`config.mk`:
```
export PLATFORM = sky130hd
export DESIGN_NAME = sao_lcu_ctrl
export DESIGN_NICKNAME = d
export VERILOG_FILES = /design/src/rtl/sao_pkg.sv /design/src/rtl/sao_lcu_addr_gen.sv /design/src/rtl/sao_lcu_ctrl.sv
export SDC_FILE = /design/constraint.sdc
export NUM_CORES = 1
export LEC_CHECK = 0
export CORE_MARGIN = 3
export CORE_UTILIZATION = 60
export DETAILED_ROUTE_END_ITERATION = 8
export GPL_TIMING_DRIVEN = 0
export PLACE_DENSITY = 0.95
export SLEW_MARGIN = 20
export SYNTH_ARGS = -nofsm -noshare
export SYNTH_HDL_FRONTEND = slang
export SYNTH_SLANG_ARGS = --single-unit
```
`constraint.sdc`:
```
create_clock -name clk -period 15.7 [get_ports clk]
set_clock_uncertainty 0.2 [all_clocks]
set_input_delay 2.355 -clock clk [delete_from_list [all_inputs] [get_ports clk]]
set_output_delay 2.355 -clock clk [all_outputs]
set_load 0.05 [all_outputs]
```
`src/rtl/sao_pkg.sv`:
```
// sao_pkg: shared FSM states and SAO/LCU code points for the SAO control path.
package sao_pkg;
    typedef enum logic [1:0] {ST_LOAD, ST_PROC, ST_DRAIN, ST_DONE} state_t;
    typedef enum logic [1:0] {SZ_16, SZ_32, SZ_64, SZ_RSVD} lcu_size_t;
    typedef enum logic [1:0] {TYPE_OFF, TYPE_BO, TYPE_EO, TYPE_RSVD} sao_type_t;
    typedef enum logic {EO_HOR, EO_VER} eo_class_t;
    function automatic lcu_size_t norm_size(input logic [1:0] s);
        return s == 2'd3 ? SZ_16 : lcu_size_t'(s);
    endfunction
    function automatic sao_type_t norm_type(input logic [1:0] t);
        return t == 2'd3 ? TYPE_OFF : sao_type_t'(t);
    endfunction
endpackage

```
`src/rtl/sao_lcu_addr_gen.sv`:
```
// sao_lcu_addr_gen: raster x/y walker over one NxN LCU with buffer index, SRAM address and edge flags.
module sao_lcu_addr_gen
    import sao_pkg::*;
#(
    parameter int IMG_W  = 128,
    parameter int ADDR_W = 14
) (
    input  logic              clk,
    input  logic              reset,
    input  logic              adv,
    input  lcu_size_t         size,
    input  logic [2:0]        lcu_x,
    input  logic [2:0]        lcu_y,
    output logic [11:0]       idx,
    output logic [ADDR_W-1:0] sram_addr,
    output logic              x_edge,
    output logic              y_edge,
    output logic              last
);
    int n;
    logic [5:0] x, y, nm1;
    assign n = 16 << size;
    assign nm1 = 6'(n - 1);
    assign idx = 12'(int'(y) * n + int'(x));
    assign sram_addr = ADDR_W'((int'(lcu_y) * n + int'(y)) * IMG_W + int'(lcu_x) * n + int'(x));
    assign x_edge = x == '0 || x == nm1;
    assign y_edge = y == '0 || y == nm1;
    assign last = x == nm1 && y == nm1;
    always_ff @(posedge clk or negedge reset) begin
        if (!reset) begin
            x <= '0;
            y <= '0;
        end else if (adv) begin
            x <= x == nm1 ? '0 : x + 1'b1;
            y <= x == nm1 ? (y == nm1 ? '0 : y + 1'b1) : y;
        end
    end
endmodule

```
`src/rtl/sao_lcu_ctrl.sv`:
```
// sao_lcu_ctrl: loads one LCU of raster pixels, replays it through the offset pipe
// and issues the PIPE-delayed write-back address of every pixel into the result SRAM.
module sao_lcu_ctrl
    import sao_pkg::*;
#(
    parameter int IMG_W  = 128,
    parameter int IMG_H  = 128,
    parameter int PIPE   = 2,
    parameter int ADDR_W = 14
) (
    input  logic              clk,
    input  logic              reset,
    input  logic              in_en,
    input  logic [2:0]        lcu_x,
    input  logic [2:0]        lcu_y,
    input  logic [1:0]        lcu_size,
    input  logic [1:0]        sao_type,
    input  logic              sao_eo_class,
    output logic              busy,
    output logic              finish,
    output logic              buf_wen,
    output logic [11:0]       buf_waddr,
    output logic [11:0]       buf_raddr,
    output logic              proc_en,
    output logic              proc_bypass,
    output logic [1:0]        proc_type,
    output logic              proc_eo_class,
    output logic              sram_wen,
    output logic [ADDR_W-1:0] sram_addr
);
    state_t state;
    lcu_size_t cfg_size;
    sao_type_t cfg_type;
    eo_class_t cfg_eo;
    logic [2:0] cfg_x, cfg_y;
    logic [3:0] dcnt;
    logic [11:0] idx;
    logic [ADDR_W-1:0] gen_addr;
    logic x_edge, y_edge, last, accept, last_lcu;
    logic [PIPE-1:0] pv;
    logic [ADDR_W-1:0] pa [PIPE];
    assign accept = in_en & ~busy;
    assign buf_wen = accept;
    assign buf_waddr = state == ST_LOAD ? idx : '0;
    assign buf_raddr = state == ST_PROC ? idx : '0;
    assign proc_en = state == ST_PROC;
    assign proc_type = cfg_type;
    assign proc_eo_class = cfg_eo;
    assign proc_bypass = proc_en && (cfg_type == TYPE_OFF ||
                         (cfg_type == TYPE_EO && (cfg_eo == EO_VER ? y_edge : x_edge)));
    assign last_lcu = cfg_x == 3'((IMG_W >> (4 + int'(cfg_size))) - 1) &&
                      cfg_y == 3'((IMG_H >> (4 + int'(cfg_size))) - 1);
    assign sram_wen = pv[PIPE-1];
    assign sram_addr = pa[PIPE-1];
    sao_lcu_addr_gen #(.IMG_W(IMG_W), .ADDR_W(ADDR_W)) u_addr (
        .clk       (clk),
        .reset     (reset),
        .adv       ((state == ST_LOAD && accept) || state == ST_PROC),
        .size      (cfg_size),
        .lcu_x     (cfg_x),
        .lcu_y     (cfg_y),
        .idx       (idx),
        .sram_addr (gen_addr),
        .x_edge    (x_edge),
        .y_edge    (y_edge),
        .last      (last)
    );
    // Config is sampled only at count 0 so mid-LCU input changes never affect indexing.
    always_ff @(posedge clk or negedge reset) begin
        if (!reset) begin
            state    <= ST_LOAD;
            busy     <= 1'b0;
            finish   <= 1'b0;
            dcnt     <= '0;
            cfg_x    <= '0;
            cfg_y    <= '0;
            cfg_size <= SZ_16;
            cfg_type <= TYPE_OFF;
            cfg_eo   <= EO_HOR;
        end else begin
            case (state)
                ST_LOAD: if (accept) begin
                    if (idx == '0) begin
                        cfg_x    <= lcu_x;
                        cfg_y    <= lcu_y;
                        cfg_size <= norm_size(lcu_size);
                        cfg_type <= norm_type(sao_type);
                        cfg_eo   <= eo_class_t'(sao_eo_class);
                    end
                    if (last) begin
                        busy  <= 1'b1;
                        state <= ST_PROC;
                    end
                end
                ST_PROC: if (last) begin
                    state <= ST_DRAIN;
                    dcnt  <= '0;
                end
                ST_DRAIN: if (dcnt == 4'(PIPE - 1)) begin
                    state  <= last_lcu ? ST_DONE : ST_LOAD;
                    busy   <= last_lcu;
                    finish <= last_lcu;
                end else begin
                    dcnt <= dcnt + 1'b1;
                end
                default: ;
            endcase
        end
    end
    always_ff @(posedge clk or negedge reset) begin
        if (!reset) begin
            pv <= '0;
            for (int i = 0; i < PIPE; i++) pa[i] <= '0;
        end else begin
            pv[0] <= proc_en;
            pa[0] <= proc_en ? gen_addr : '0;
            for (int i = 1; i < PIPE; i++) begin
                pv[i] <= pv[i-1];
                pa[i] <= pa[i-1];
            end
        end
    end
endmodule
```
### Word-level counts from Yosys, hierarchy flattened

Index checks and enable logic that the tools add are counted.

| word-level totals | value |
|---|---|
| register bits | 61 |
| latch bits | 0 |
| memory bits (writable) | 0 |
| memory bits (read-only) | 0 |
| bits of input ports | 14 |
| output and inout port bits | 47 |
| logic and storage cells | 90 |
| memories | 0 |

| cells by class | value |
|---|---|
| $add $sub $neg | 10 |
| multiply operators | 3 |
| div/mod/pow operators | 0 |
| magnitude comparators | 0 |
| equal/unequal tests | 15 |
| shift operators | 2 |
| multiplexer cells | 21 |
| bitwise logic cells | 2 |
| reduce and logical (&&, ||, !) cells | 23 |

Operators by type and width:

| cell | number |
|---|---|
| 4-bit by 32-bit multiplier with 14-bit output | 1 |
| 4-bit by 32-bit multiplier with 7-bit output | 1 |
| 7-bit by 32-bit multiplier with 12-bit output | 1 |
| 5-bit by 2-bit left shift with 32-bit output (first input constant) | 1 |
| 12-bit two-way mux | 2 |
| 14-bit adder | 1 |
| 14-bit by 7-bit adder with 14-bit output | 1 |
| 14-bit two-way mux | 1 |
| 2-bit two-way mux | 7 |
| 12-bit by 7-bit adder with 12-bit output | 1 |
| 6-bit by 1-bit adder with 6-bit output (second input constant) | 2 |
| 6-bit equality test | 2 |
| 12-bit logical NOT | 1 |
| 6-bit logical NOT | 2 |
| 6-bit two-way mux | 2 |
| 2-bit equality test (second input constant) | 4 |
| 4-bit two-way mux | 2 |
| 2-bit != test (second input constant) | 4 |
| 4-bit case mux with 2 select lines | 1 |
| 8-bit by 4-bit >> shifter with 3-bit output (first input constant) | 1 |
| 7-bit adder | 1 |
| 3-bit equality test | 2 |
| 2-bit case mux with 3 select lines | 1 |
| 3-bit AND reduction | 2 |
| other kinds (19) | 32 |

### Longest topological paths before layout

Gate-level depths: netlist of run 1.

| logic depth | value |
|---|---|
| word-level depth | 8 |
| depth in mapped cells | 19 |
| gate-level depth less buffers | 16 |

### Cells and area by module

From an unflattened synthesis of run 1, not the netlist that was laid out.

| second synthesis, totals | value |
|---|---|
| cells, all modules | 477 |
| area, all modules | 4660.7 sq um |

By module, submodules not included:

| module | instances | cells each | area an instance (sq um) | seq. area each (sq um) |
|---|---|---|---|---|
| sao_lcu_addr_gen | 1 | 276 | 2396.0 | 300.3 |
| sao_lcu_ctrl | 1 | 201 | 2264.7 | 1226.2 |

### Worst setup path after synthesis of run 1

No wires, ideal clock.

| timing path | value |
|---|---|
| path kind | reg2out |
| start point | register cfg_size[1] |
| end point | output port buf_raddr[11] |
| arrival time | 4051 ps |
| data required time | 13145 ps |
| slack | 9094 ps |
| stages on the path, launching flop included | 14 |
| path buffers | 1 |
| cells stage by stage | dfrtp_1 > clkbuf_1 > nor2b_1 > and2_1 > fa_1 > ha_1 > ha_1 > fa_1 > ha_1 > o21ai_0 > o21bai_1 > a21oi_1 > xnor2_1 > and2_1 |

| between the ends | value |
|---|---|
| longest elaborated chain between the ends | 4 |

RTL lines:

| what | line | source |
|---|---|---|
| start, declared | sao_lcu_ctrl.sv:32 | `lcu_size_t cfg_size;` |
| start signal, assigned | sao_lcu_ctrl.sv:86 | `cfg_size <= norm_size(lcu_size);` |
| 5-bit by 2-bit left shift with 32-bit output | sao_lcu_addr_gen.sv:22 | `assign n = 16 << size;` |
| 7-bit by 32-bit multiplier with 12-bit output | sao_lcu_addr_gen.sv:24 | `assign idx = 12'(int'(y) * n + int'(x));` |
| 12-bit by 7-bit adder with 12-bit output | sao_lcu_addr_gen.sv:24 |  |
| 12-bit two-way mux | sao_lcu_ctrl.sv:45 | `assign buf_raddr = state == ST_PROC ? idx : '0;` |
| end, declared | sao_lcu_ctrl.sv:23 | `output logic [11:0] buf_raddr,` |

Every way passes these cells.

### Worst setup path in the final report of run 1

Ends and elaborated chain as after synthesis.

==> results list, run 1 <==
* Instance area at placement: 0.005170 sq mm
* Vias after detailed routing: 3588
- For the worst-skew pair, the clock arrives at the later sink with an insertion delay of 0.34 ns.
* Slowest stage delay, CP: 0.81 ns
- Leak: 2.686 nW
- Fraction of the cycle the final worst path needs: 52.53%
* Endpoint kind of the worst setup timing path: primary output
- The min-delay analysis places its worst path in the category flop to flop.
* Cell type with the largest total area after synthesis: sky130_fd_sc_hd__dfrtp_1
- Crit path time final: 8.248 ns
- In this run, synthesis inferred 0 flip-flops with an integrated enable.
- Critical path data required time: 13.15 ns
* CP Cell Sequence: clkbuf_1, nor2b_1, and2_1, fa_1, ha_1, ha_1, fa_1, ha_1, o21ai_0, o21bai_1, a21oi_1, xnor2_1, and2_1, clkdlybuf4s50_1
- Initial Utilization: 63.37%
- In this run the vertical extent of the chip is 91.87 microns.
- Synthesis produced a netlist whose cell count is 451.
- Counting flops with an async set or reset pin after synthesis yields a share of 100.0%.
- Met2 track demand over resource: 43.19%
- Met1 layer usage reported by global route: 30.91%
* DIE WIDTH: 91.87 microns
- In the final routed layout, each cell accounts on average for 16.35 microns.
- Seq cells post-synth: 61
- For the worst setup path, the data arrival time is 5.69 ns.
- The count of buffers added on input and output ports is 60.
* I/O pin cnt: 61
* CTS Hold Bufs: 0
- Final hold violations: 0
- Finish-stage setup viols: 0
- Sum of internal, switching and leakage power: 0.0003196 W
- Worst reg2reg setup slack: 9.93 ns
- The die covers 0.008440 sq mm.
* Measured slew at the worst slew-check pin: 0.8259 ns
- In this run the worst path has a maximum fanout of 10.
* CTS tree: built
- Setup repair after global routing missed its margin: false
- Total wire length after detailed routing: 10180 microns
- The number of nets in the synthesized netlist is 536.
* Max-slew violations: 0
* TritonCTS buffer count: 9
- The worst register-to-register path begins at cfg_size[1]$_DFFE_PN0P_.
- Layout Cell Area excl Fill: 0.005384 sq mm
- The detail route stage leaves a number of antenna-violating nets equal to 0.
* Syn avg cell area: 9.810 sq um
* Critical hold path startpoint: pa[20]$_DFF_PN0_
* Netlist area before placement: 0.004424 sq mm
- Sequential cells were found to cover 34.50% of the synthesized design area.
- Relative area change from synthesis to final layout: 21.69%
* Start point of the critical path: cfg_size[1]$_DFFE_PN0P_
- Timing would allow up to 121.2 MHz.
* Startpoint types: flop
- Sink Count: 61
- Among the stages of the critical path, the cell type that occurs most often is sky130_fd_sc_hd__ha_1.
- Total global routing overflow: 0
* Initial antenna violation count: 0
- 0 antenna diodes ended up in the layout.
* Warning count from the yosys run: 0
- PostCTS Resize Cnt: 0
- Site row count: 30
* 1st-iter DRT viols: 272
- In the final design database the tool counted 608 nets.
- Across all hold checks on the routed design, the worst slack comes to 0.1433 ns.
- Most frequent cell after synthesis: sky130_fd_sc_hd__dfrtp_1
* Most common library cells after synthesis: 61 x sky130_fd_sc_hd__dfrtp_1, 58 x sky130_fd_sc_hd__ha_1, 52 x sky130_fd_sc_hd__and2_1
* Power per Cell Area: 59.36 mW/mm^2
- Initial DRT Pass Iterations: 5
- The first global-routing pass estimated 17250 microns of wire.
- The congestion estimate from routability-driven global placement came to 0.9221.
- The total area inside the core boundary comes to 0.006982 sq mm.
- Layer carrying the most global-route usage: met2
* Pin count of the biggest net entering global routing: 60
- DRC: 0
- Maximum count of clock buffers along a single path: 2
- In this run the tightest slew margin relative to its limit is 44.52%.
* Worst Setup Path Type: flop to primary output
* Post-CTS Setup Repair Bufs: 0
- For this run, the total global-route usage over all layers was measured as 25.64%.
- The most used flip-flop cell after synthesis is sky130_fd_sc_hd__dfrtp_1.
* Standard cell with the maximum stage delay on the critical path: sky130_fd_sc_hd__clkdlybuf4s50_1
* Synth top area share: 34.50%
- Clock-pin slew was measured on the worst setup and hold paths at 0.07 ns.
- After legalization and detailed placement, the total HPWL measured 7526 microns.
- Status: finished clean
* H-tree depth reported by CTS: 3
- Via count normalized by instance count: 5.759
* Final-layout setup total negative slack: 0 ns
- In the final layout, the share of cells above drive strength 1 is 8.729%.
- The number of global-route vias before repair was 3705.
- The netlist uses 51 different library cells.
- Largest cells by area after synthesis: sky130_fd_sc_hd__dfrtp_1 35%, sky130_fd_sc_hd__ha_1 16%, sky130_fd_sc_hd__and2_1 7.4%
- Met3 capacity usage during global routing: 5.332%
* Max-cap viol count: 0
- Maximum resistive drop on vdd: 0.03719 mV
* Clk Tree Root Cell: sky130_fd_sc_hd__clkbuf_8
## cells in the final DEF (no fill, tap or decap), types with 2 or more instances in the layout
cell type and count:
sky130_fd_sc_hd__a211oi_1 3, sky130_fd_sc_hd__a21o_1 4, sky130_fd_sc_hd__a21oi_1 13, sky130_fd_sc_hd__a22o_1 2
sky130_fd_sc_hd__and2_1 52, sky130_fd_sc_hd__and2_2 2, sky130_fd_sc_hd__and3_1 8, sky130_fd_sc_hd__buf_4 15
sky130_fd_sc_hd__bufinv_16 2, sky130_fd_sc_hd__clkbuf_1 11, sky130_fd_sc_hd__clkbuf_8 10, sky130_fd_sc_hd__clkdlybuf4s50_1 59
sky130_fd_sc_hd__dfrtp_1 61, sky130_fd_sc_hd__fa_1 13, sky130_fd_sc_hd__ha_1 58, sky130_fd_sc_hd__inv_1 42
sky130_fd_sc_hd__mux2_2 3, sky130_fd_sc_hd__mux2_4 6, sky130_fd_sc_hd__nand2_1 23, sky130_fd_sc_hd__nand2b_1 7
sky130_fd_sc_hd__nand3_1 14, sky130_fd_sc_hd__nand4_1 4, sky130_fd_sc_hd__nor2_1 13, sky130_fd_sc_hd__nor2b_1 9
sky130_fd_sc_hd__nor3_1 9, sky130_fd_sc_hd__o21ai_0 26, sky130_fd_sc_hd__o21bai_1 3, sky130_fd_sc_hd__o22a_1 2
sky130_fd_sc_hd__or3_1 3, sky130_fd_sc_hd__or4b_1 2, sky130_fd_sc_hd__xnor2_1 18, sky130_fd_sc_hd__xor2_1 5
## critical path: cells and delay by family, from the launching register on
family	cells	cell delay, ns
compound gates	3	0.37
fa+ha+maj	5	1.88
flops	1	0.42
buf+inv	2	1.19
simple gates	3	1.03
xor+xnor	1	0.44
## power breakdown
group | internal, W | switching (W) | total (W)
combinational | 0.00000406 | 0.00000453 | 0.00000859
clock | 0.0000926 | 0.0000613 | 0.000154
sequential | 0.000157 | 0 | 0.000157
total | 0.000254 | 0.0000658 | 0.000320
## worst paths after layout
check | to | depth (start not counted)
worst max-delay path | buf_raddr[11] | 14
worst min-delay path | sram_addr[6]$_DFF_PN0_ | 0
worst max register to register | cfg_y[2]$_DFFE_PN0P_ | 14
worst min register to register | sram_addr[6]$_DFF_PN0_ | 0
max in group asynchronous | sram_addr[10]$_DFF_PN0_ | 2
min in group asynchronous | proc_type[1]$_DFFE_PN0P_ | 1
## sequential cells by signal, summed over array words and instances (netlist names), 3 cells and up
signal / flops
u_addr.x: 6
cfg_x: 3
dcnt: 4
pa: 14
sram_addr: 14
cfg_y: 3
u_addr.y: 6
## per-stage QoR
step | utilization [%] | setup slack, ns | cells
after floorplan | - | 9.094 | 451
after global placement | 73.69 | 8.036 | 607
after detailed placement | 74.05 | 7.868 | 608
after CTS | 77.11 | 7.485 | 623
after global routing | 77.11 | 7.183 | 623
final | 77.11 | 7.452 | 623
## final cells by class
cell class	instances	area, sq um
multi-input cells	322	2581
fillers	447	1598
flip-flops and latches	61	1526
repair buffers	61	625.6
plain buffers	26	158.9
inverters	42	157.7
clock buffers	11	141.4
well taps	96	120.1
clock inverters	4	72.57
## kinds of logic (layout without fill, tap and decap cells)
family,after synthesis,count (layout),share of synthesized area (%)
AOI/OAI and AO/OA,62,62,8.484
and+or+nand+nor,156,156,19.99
xor gates and xnor gates,23,23,4.553
DFF,61,61,34.50
adders and majority gates,71,71,22.29
muxes,10,10,3.026
buffers and inverters,68,144,7.155
## per-layer routing
layer  part of all wire (%)  vias up
met1                     39     1719
met5                      0        -
met2                     50      176
met4                    4.5        0
met3                    6.8       47
li1                       -     1646
Power figures use the tool's default switching activity.
==> run 2, diff against run 1 <==
--- a/config.mk
+++ b/config.mk
@@ -6,10 +6,10 @@
 export NUM_CORES = 1
 export LEC_CHECK = 0
 export CORE_MARGIN = 3
-export CORE_UTILIZATION = 60
+export CORE_UTILIZATION = 56
 export DETAILED_ROUTE_END_ITERATION = 8
 export GPL_TIMING_DRIVEN = 0
-export PLACE_DENSITY = 0.95
+export PLACE_DENSITY = 0.91
 export SLEW_MARGIN = 20
 export SYNTH_ARGS = -nofsm -noshare
 export SYNTH_HDL_FRONTEND = slang
==> constraint.sdc (replaced) <==
create_clock -name clk -period 7.98 [get_ports clk]
set_clock_uncertainty 0.2 [all_clocks]
set_input_delay 1.197 -clock clk [delete_from_list [all_inputs] [get_ports clk]]
set_output_delay 1.197 -clock clk [all_outputs]
set_load 0.05 [all_outputs]
==> run 2 against run 1 <==
  * Global-route usage down 1.8 points
  * Sequential cell count unchanged
  * Critical path depth unchanged
  * Total power up 77%
  * Largest power group unchanged
  * Die area up 6.7%
  * Highest routed layer unchanged
  * Sequential power up 97%
  * Setup slack worse by 6.5 ns
  * The run now ends with DRC left
  * Cell area down 0.81%
  * Non-clock buffer count unchanged
  * Sequential share of layout area up 0.23 points
==> results list, run 2 (synthesized netlist as in run 1, its figures left out) <==
- Status: complete, but fails checks (was finished clean)
- The final reports fail on DRC.
* Worst reg2reg setup slack: 2.23 ns (was 9.93 ns)
* WL per Instance: 15.65 microns (was 16.35 microns)
* Initial Utilization: 59.41% (was 63.37%)
- Worst Hold Class: flop to flop (unchanged)
* Number of cells traversed by the worst hold path: 0 (unchanged)
- Most frequent cells in the layout: 61 x sky130_fd_sc_hd__dfrtp_1, 59 x sky130_fd_sc_hd__clkdlybuf4s50_1, 58 x sky130_fd_sc_hd__ha_1, 52 x sky130_fd_sc_hd__and2_1, 42 x sky130_fd_sc_hd__inv_1 (unchanged).
- The count of antenna diodes in the layout was 0 (unchanged).
* Worst-Skew Late Latency: 0.34 ns (about the same)
- The total setup buffers inserted after CTS came to 0 (unchanged).
- Static timing analysis puts the maximum clock frequency at 141.9 MHz.
- The number of global-route vias before repair came to 3643 (was 3705).
- Site row count: 31 (was 30)
- Maximum count of clock buffers along a single path: 2 (unchanged)
- The number of endpoints failing setup at the final stage was 0 (unchanged).
- The routed wire length was 9800 microns (was 10180 microns).
- The area of the die came to 0.009003 sq mm (was 0.008440 sq mm).
- The clock root buffer is sky130_fd_sc_hd__clkbuf_8 (unchanged).
* Most frequent standard cell in the layout excluding fill and tap cells: sky130_fd_sc_hd__dfrtp_1 (unchanged)
- The max-capacitance violation count is 0 (unchanged).
- Half-perimeter wire length after detailed placement: 7574 microns (was 7526 microns)
- The overflow left after global routing is 0 (unchanged).
* Overall routing resource usage: 23.82% (was 25.64%)
- Final hold violations: 0 (unchanged)
- Sink Count: 61 (unchanged)
* DP Cell Count: 611 (was 608)
* Placeable core region: 0.007447 sq mm (was 0.006982 sq mm)
- The CTS tree is built (unchanged).
* Worst Setup Path Type: flop to primary output (unchanged)
- Crit Path Max Fanout: 10 (unchanged)
- The relative area change from synthesis to final layout came to 20.70% (was 21.69%).
- The sort of element at the start of the critical path is a flop (unchanged).
- TritonCTS buffer count: 9 (unchanged)
- Total Nets Final: 608 (unchanged)
* Final-layout setup total negative slack: 0 ns (unchanged)
- Measured slew at the worst slew-check pin: 0.7139 ns (was 0.8259 ns)
* Fraction of the cycle the final worst path needs: 88.33%
- The destination of the worst hold path is sram_addr[8]$_DFF_PN0_ (was sram_addr[6]$_DFF_PN0_).
- Initial antenna violation count: 0 (unchanged)
* H-tree depth reported by CTS: 3 (unchanged)
- The non-filler instance count after layout was 626 (was 623).
- The pin count of the biggest net entering global routing came to 60 (unchanged).
- The die span in y is 94.89 microns (was 91.87 microns).
- Ratio of cells with drive above 1 in the final layout: 8.729% (unchanged)
- Register-to-Register Path Depth: 14 (unchanged)
* PostCTS Resize Cnt: 0 (unchanged)
* Max-slew violations: 0 (unchanged)
- Leak: 2.662 nW (was 2.686 nW)
- Worst rel slew slack: 52.04% (was 44.52%)
- 1st-iter DRT viols: 301 (was 272)
* Final weighted congestion in routability-driven placement: 0.8470 (was 0.9221)
- The nature of the critical path endpoint was a primary output (unchanged).
- The count of port buffers added during placement was 60 (unchanged).
- DRC: 2 (was 0)
- The required time reported for the critical path endpoint came to 6.58 ns (was 13.15 ns).
* R2R Path End: cfg_y[1]$_DFFE_PN0P_ (was cfg_y[2]$_DFFE_PN0P_)
* WHS: 0.1475 ns (was 0.1433 ns)
- Arrival time worst endpoint: 5.65 ns (was 5.69 ns)
* Global-route wire length before repair: 16780 microns (was 17250 microns)
* Initial DRT Pass Iterations: 7 (was 5)
- The clock-pin slew on the worst setup and hold paths was 0.07 ns (about the same).
* DIE WIDTH: 94.89 microns (was 91.87 microns)
- Maximum resistive drop on vdd: 0.07069 mV (was 0.03719 mV)
* Via count normalized by instance count: 5.669 (was 5.759)
* I/O pin cnt: 61 (unchanged)
* Critical hold path startpoint: pa[22]$_DFF_PN0_ (was pa[20]$_DFF_PN0_)
* Remaining antenna violation count: 0 (unchanged)
* CTS Hold Bufs: 0 (unchanged)
- The start of the worst register-to-register path was cfg_size[1]$_DFFE_PN0P_ (unchanged).
- Power per Cell Area: 105.7 mW/mm^2 (was 59.36 mW/mm^2)
- Setup repair after global routing missed its margin: false (unchanged).
- Crit path time final: 7.049 ns
- Vias after detailed routing: 3549 (was 3588)
## run 2: worst max-delay path by stage
stage | slack, ns | to | cells after the start | startpoint
2_1_floorplan | 2.53 | buf_raddr[11] | 13 | cfg_size[1]$_DFFE_PN0P_
3_3_place_gp | 1.51 | buf_raddr[11] | 14 | cfg_size[1]$_DFFE_PN0P_
3_5_place_dp | 1.29 | buf_raddr[11] | 14 | cfg_size[1]$_DFFE_PN0P_
4_1_cts | 0.95 | buf_raddr[11] | 14 | cfg_size[1]$_DFFE_PN0P_
5_1_grt | 0.67 | buf_raddr[11] | 14 | cfg_size[1]$_DFFE_PN0P_
6_report | 0.93 | buf_raddr[11] | 14 | cfg_size[1]$_DFFE_PN0P_
## run 2: power by group
part	internal [W]	switching [W]	leakage, nW
clock	0.000118	0.000120	0.0812
sequential	0.000309	0	0.788
combinational	0.00000798	0.00000869	1.79
## run 2: routing by layer
metal  global-route usage (%)  vias to the layer above  share of wire, %
met4                    9.135                        0               2.8
li1                         -                     1642                 -
met3                    4.542                       27               6.5
met2                    41.87                      169                51
met1                    28.77                     1711                40
met5                        0                        -                 0
## run 2: critical path: stages, from the launching register on
cell and delay (ns):
sky130_fd_sc_hd__dfrtp_1 0.40, sky130_fd_sc_hd__clkbuf_1 0.37, sky130_fd_sc_hd__nor2b_1 0.60, sky130_fd_sc_hd__and2_1 0.24, sky130_fd_sc_hd__fa_1 0.43, sky130_fd_sc_hd__ha_1 0.29, sky130_fd_sc_hd__ha_1 0.33, sky130_fd_sc_hd__fa_1 0.48
sky130_fd_sc_hd__ha_1 0.37, sky130_fd_sc_hd__o21ai_0 0.12, sky130_fd_sc_hd__o21bai_1 0.17, sky130_fd_sc_hd__a21oi_1 0.11, sky130_fd_sc_hd__xnor2_1 0.41, sky130_fd_sc_hd__and2_1 0.19, sky130_fd_sc_hd__clkdlybuf4s50_1 0.80
## run 2: cell type report
class	count	area, sq um
Buffer	26	158.9
Clock buffer	11	141.4
Clock inverter	4	25.02
Fill cell	544	2107
Inverter	42	157.7
Multi-Input combinational cell	322	2581
Sequential cell	61	1526
Tap cell	99	123.9
Timing Repair Buffer	61	625.6
## run 2: through the flow
step	instance area, sq um	setup WS [ns]	utilization, %	power, W
after floorplan	4424	2.532	-	0.0003172
after global placement	5149	1.510	69.14	0.0003303
after detailed placement	5174	1.291	69.47	0.0003321
after CTS	5340	0.9479	71.71	0.0005646
after global routing	5340	0.6670	71.71	0.0005842
final	5340	0.9310	71.71	0.0005643
==> run 3, diff against run 2 <==
--- a/config.mk
+++ b/config.mk
@@ -9,6 +9,7 @@
 export CORE_UTILIZATION = 56
 export DETAILED_ROUTE_END_ITERATION = 8
 export GPL_TIMING_DRIVEN = 0
+export MAX_ROUTING_LAYER = met4
 export PLACE_DENSITY = 0.91
 export SLEW_MARGIN = 20
 export SYNTH_ARGS = -nofsm -noshare
==> constraint.sdc (replaced) <==
create_clock -name clk -period 7 [get_ports clk]
set_clock_uncertainty 0.2 [all_clocks]
set_input_delay 1.05 -clock clk [delete_from_list [all_inputs] [get_ports clk]]
set_output_delay 1.05 -clock clk [all_outputs]
set_load 0.05 [all_outputs]
==> run 3 against run 2 <==
  * Sequential share of layout area decreased by 0.36 points
  * Clock power up 53%
  * Routed wire length is 1.8% higher
  * Critical endpoint unchanged
  * Critical path type unchanged
  * The run now ends clean
==> results list, run 3 (synthesized netlist as in run 1, its figures left out) <==
* Maximum resistive drop on vdd: 0.1209 mV (was 0.07069 mV)
- The total setup buffers inserted after CTS came to 0 (unchanged).
- Number of cells in the finished layout apart from fillers: 627 (was 626)
- The detailed-route DRC error count came to 0 (was 2).
* Sink Count: 61 (unchanged)
* Sequential group share of total power: 48.0% (was 54.8%)
- The required time reported for the critical path endpoint is 5.75 ns (was 6.58 ns).
* 1st-iter DRT viols: 270 (was 301)
- CTS tree: built (unchanged)
- Max-slew violations: 0 (unchanged)
* Status: finished clean (was complete, but fails checks)
* Crit Path Max Fanout: 10 (unchanged)
- The switching part of the total power was 22.09% (was 22.85%).
- The count of port buffers added during placement is 60 (unchanged).
- The relative area change from synthesis to final layout came to 22.26% (was 20.70%).
* Global-route wire length before repair: 16380 microns (was 16780 microns)
* Met1 layer usage reported by global route: 28.55% (was 28.77%)
- The met2 global-route usage was 41.63% (was 41.87%).
- Site row count: 31 (unchanged)
- I/O pin cnt: 61 (unchanged)
* Placeable core region: 0.007447 sq mm (unchanged)
* Worst reg2reg setup slack: 1.41 ns (was 2.23 ns)
- The H-tree depth was 3 (unchanged).
* Final-layout setup total negative slack: 0 ns (unchanged)
- Overall routing resource usage: 24.32% (was 23.82%)
- Worst rel slew slack: 49.71% (was 52.04%)
- Vias after detailed routing: 3539 (was 3549)
* Final hold violations: 0 (unchanged)
* Worst Setup Path Type: flop to primary output (unchanged)
- The initial antenna violation count came to 0 (unchanged).
- Total global routing overflow: 0 (unchanged)
* Maximum count of clock buffers along a single path: 2 (unchanged)
- WL per Instance: 15.92 microns (was 15.65 microns)
* Startpoint types: flop (unchanged)
* Ratio of cells with drive above 1 in the final layout: 9.280% (was 8.729%)
- Vertical die dimension: 94.89 microns (unchanged)
- The destination of the worst hold path is sram_addr[6]$_DFF_PN0_ (was sram_addr[8]$_DFF_PN0_).
- Switching power: 0.0001622 W (was 0.0001289 W)
* Layer carrying the most global-route usage: met2 (unchanged)
* Pin count of the biggest net entering global routing: 60 (unchanged)
* Critical hold path startpoint: pa[20]$_DFF_PN0_ (was pa[22]$_DFF_PN0_)
- The nature of the critical path endpoint was a primary output (unchanged).
* Sum of internal, switching and leakage power: 0.0007344 W (was 0.0005643 W)
* Most frequent cells in the layout: 61 x sky130_fd_sc_hd__dfrtp_1, 59 x sky130_fd_sc_hd__clkdlybuf4s50_1, 58 x sky130_fd_sc_hd__ha_1, 52 x sky130_fd_sc_hd__and2_1, 42 x sky130_fd_sc_hd__inv_1 (unchanged)
* Via count normalized by instance count: 5.644 (was 5.669)
- Pint: 0.0005722 W (was 0.0004354 W)
* Total Nets Final: 608 (unchanged)
- The count of filler cells inserted in the layout came to 511 (was 544).
- Max Fclk: 149.2 MHz
- Clk Tree Root Cell: sky130_fd_sc_hd__clkbuf_8 (unchanged)
- The clock share of power was 49.4% (was 42.3%).
* Die Footprint: 0.009003 sq mm (unchanged)
- Met3 capacity usage during global routing: 4.064% (was 4.542%)
* Final weighted congestion in routability-driven placement: 0.8610 (was 0.8470)
- Power per Cell Area: 135.8 mW/mm^2 (was 105.7 mW/mm^2)
* Part of the total power dissipated in combinational logic: 2.6% (was 3.0%)
* Most frequent standard cell in the layout excluding fill and tap cells: sky130_fd_sc_hd__dfrtp_1 (unchanged)
* Clock-pin slew of the registers on the worst-case setup and hold paths: 0.07 ns (about the same)
* WHS: 0.1380 ns (was 0.1475 ns)
- DIE WIDTH: 94.89 microns (unchanged)
* Measured slew at the worst slew-check pin: 0.7486 ns (was 0.7139 ns)
- Setup repair after global routing missed its margin: false (unchanged)
* Number of cells traversed by the worst hold path: 0 (unchanged)
* Number of global-route vias before repair: 3512 (was 3643)
* Fraction of the cycle the final worst path needs: 95.76%
- Multi-input logic area: 0.002591 sq mm (was 0.002581 sq mm)
- Leak: 2.695 nW (was 2.662 nW)
- Minimum setup slack after placement: 0.5278 ns (was 1.291 ns)
- Register-to-Register Path Depth: 14 (unchanged)
- Max-cap viol count: 0 (unchanged)
* Worst-Skew Late Latency: 0.35 ns (was 0.34 ns)
* Remaining antenna violation count: 0 (unchanged)
- Initial DRT Pass Iterations: 6 (was 7)
* Finish-stage setup viols: 0 (unchanged)
* Total wire length after detailed routing: 9980 microns (was 9800 microns)
- R2R Path Start: cfg_size[1]$_DFFE_PN0P_ (unchanged)
- The half-perimeter wire length after detailed placement is 7387 microns (was 7574 microns).
- DP Cell Count: 611 (unchanged)
- Register cell area after layout: 0.001526 sq mm (unchanged)
* Initial Utilization: 59.41% (unchanged)
* TritonCTS buffer count: 9 (unchanged)
- Worst Hold Class: flop to flop (unchanged)
* Crit path time final: 6.703 ns
* ANT cells: 0 (unchanged)
* Arrival time worst endpoint: 5.45 ns (was 5.65 ns)
- Worst path setup slack after routing: 0.2969 ns (was 0.9310 ns)
- R2R Path End: cfg_x[0]$_DFFE_PN0P_ (was cfg_y[1]$_DFFE_PN0P_)
-- run 3: worst max-delay path by stage --
stage	startpoint	to	slack (ns)
floorplan	cfg_size[1]$_DFFE_PN0P_	buf_raddr[11]	1.70
global placement	cfg_size[1]$_DFFE_PN0P_	buf_raddr[11]	0.67
detailed placement	cfg_size[1]$_DFFE_PN0P_	buf_raddr[11]	0.53
CTS	cfg_size[1]$_DFFE_PN0P_	buf_raddr[11]	0.12
global route	cfg_size[1]$_DFFE_PN0P_	buf_raddr[11]	0.07
finish	cfg_size[1]$_DFFE_PN0P_	buf_raddr[11]	0.30
-- run 3: metrics by stage --
stage / util (%) / area, sq um
6_report: 72.63 / 5409
3_5_place_dp: 69.47 / 5174
2_1_floorplan: - / 4424
3_3_place_gp: 69.14 / 5149
4_1_cts: 72.50 / 5399
5_1_grt: 72.63 / 5409
-- run 3: routing by layer --
| metal | routed length [microns] | share of wire, % | vias to the layer above |
|---|---|---|---|
| met2 | 5142 | 52 | 153 |
| met3 | 630 | 6.3 | 23 |
| met4 | 223 | 2.2 | 0 |
| li1 | - | - | 1646 |
| met5 | 0 | 0 | - |
| met1 | 3984 | 40 | 1717 |
-- run 3: timing repair --
action	in CTS	in global routing
gates resized for setup	0	2
hold buffers	0	0
endpoints found under the setup margin	0	4
-- run 3: cell type report --
cell class | instances | share of cell area [%]
plain buffers | 26 | 2.938
clock buffers | 11 | 2.614
clock inverters | 5 | 1.550
inverters | 42 | 2.915
multi-input cells | 322 | 47.91
flip-flops and latches | 61 | 28.22
well taps | 99 | 2.290
repair buffers | 61 | 11.57
-- run 3: power groups by stage --
stage | combinational, W | sequential, W | clock (W)
after floorplan | 0.00000243 | 0.000359 | 0
after global placement | 0.0000173 | 0.000359 | 0
after detailed placement | 0.0000197 | 0.000359 | 0
after CTS | 0.0000197 | 0.000352 | 0.000363
after global routing | 0.0000215 | 0.000352 | 0.000382
final | 0.0000193 | 0.000352 | 0.000363
-- run 3: worst max-delay path: stages, from the launching register on --
cell	delay (ns)
sky130_fd_sc_hd__dfrtp_1	0.41
sky130_fd_sc_hd__clkbuf_1	0.37
sky130_fd_sc_hd__nor2b_2	0.46
sky130_fd_sc_hd__and2_1	0.22
sky130_fd_sc_hd__fa_1	0.43
sky130_fd_sc_hd__ha_1	0.30
sky130_fd_sc_hd__ha_1	0.33
sky130_fd_sc_hd__fa_1	0.48
sky130_fd_sc_hd__ha_1	0.25
sky130_fd_sc_hd__a211oi_1	0.27
sky130_fd_sc_hd__o21bai_1	0.15
sky130_fd_sc_hd__a21oi_1	0.25
sky130_fd_sc_hd__xnor2_2	0.20
sky130_fd_sc_hd__and2_1	0.17
sky130_fd_sc_hd__clkdlybuf4s50_1	0.80
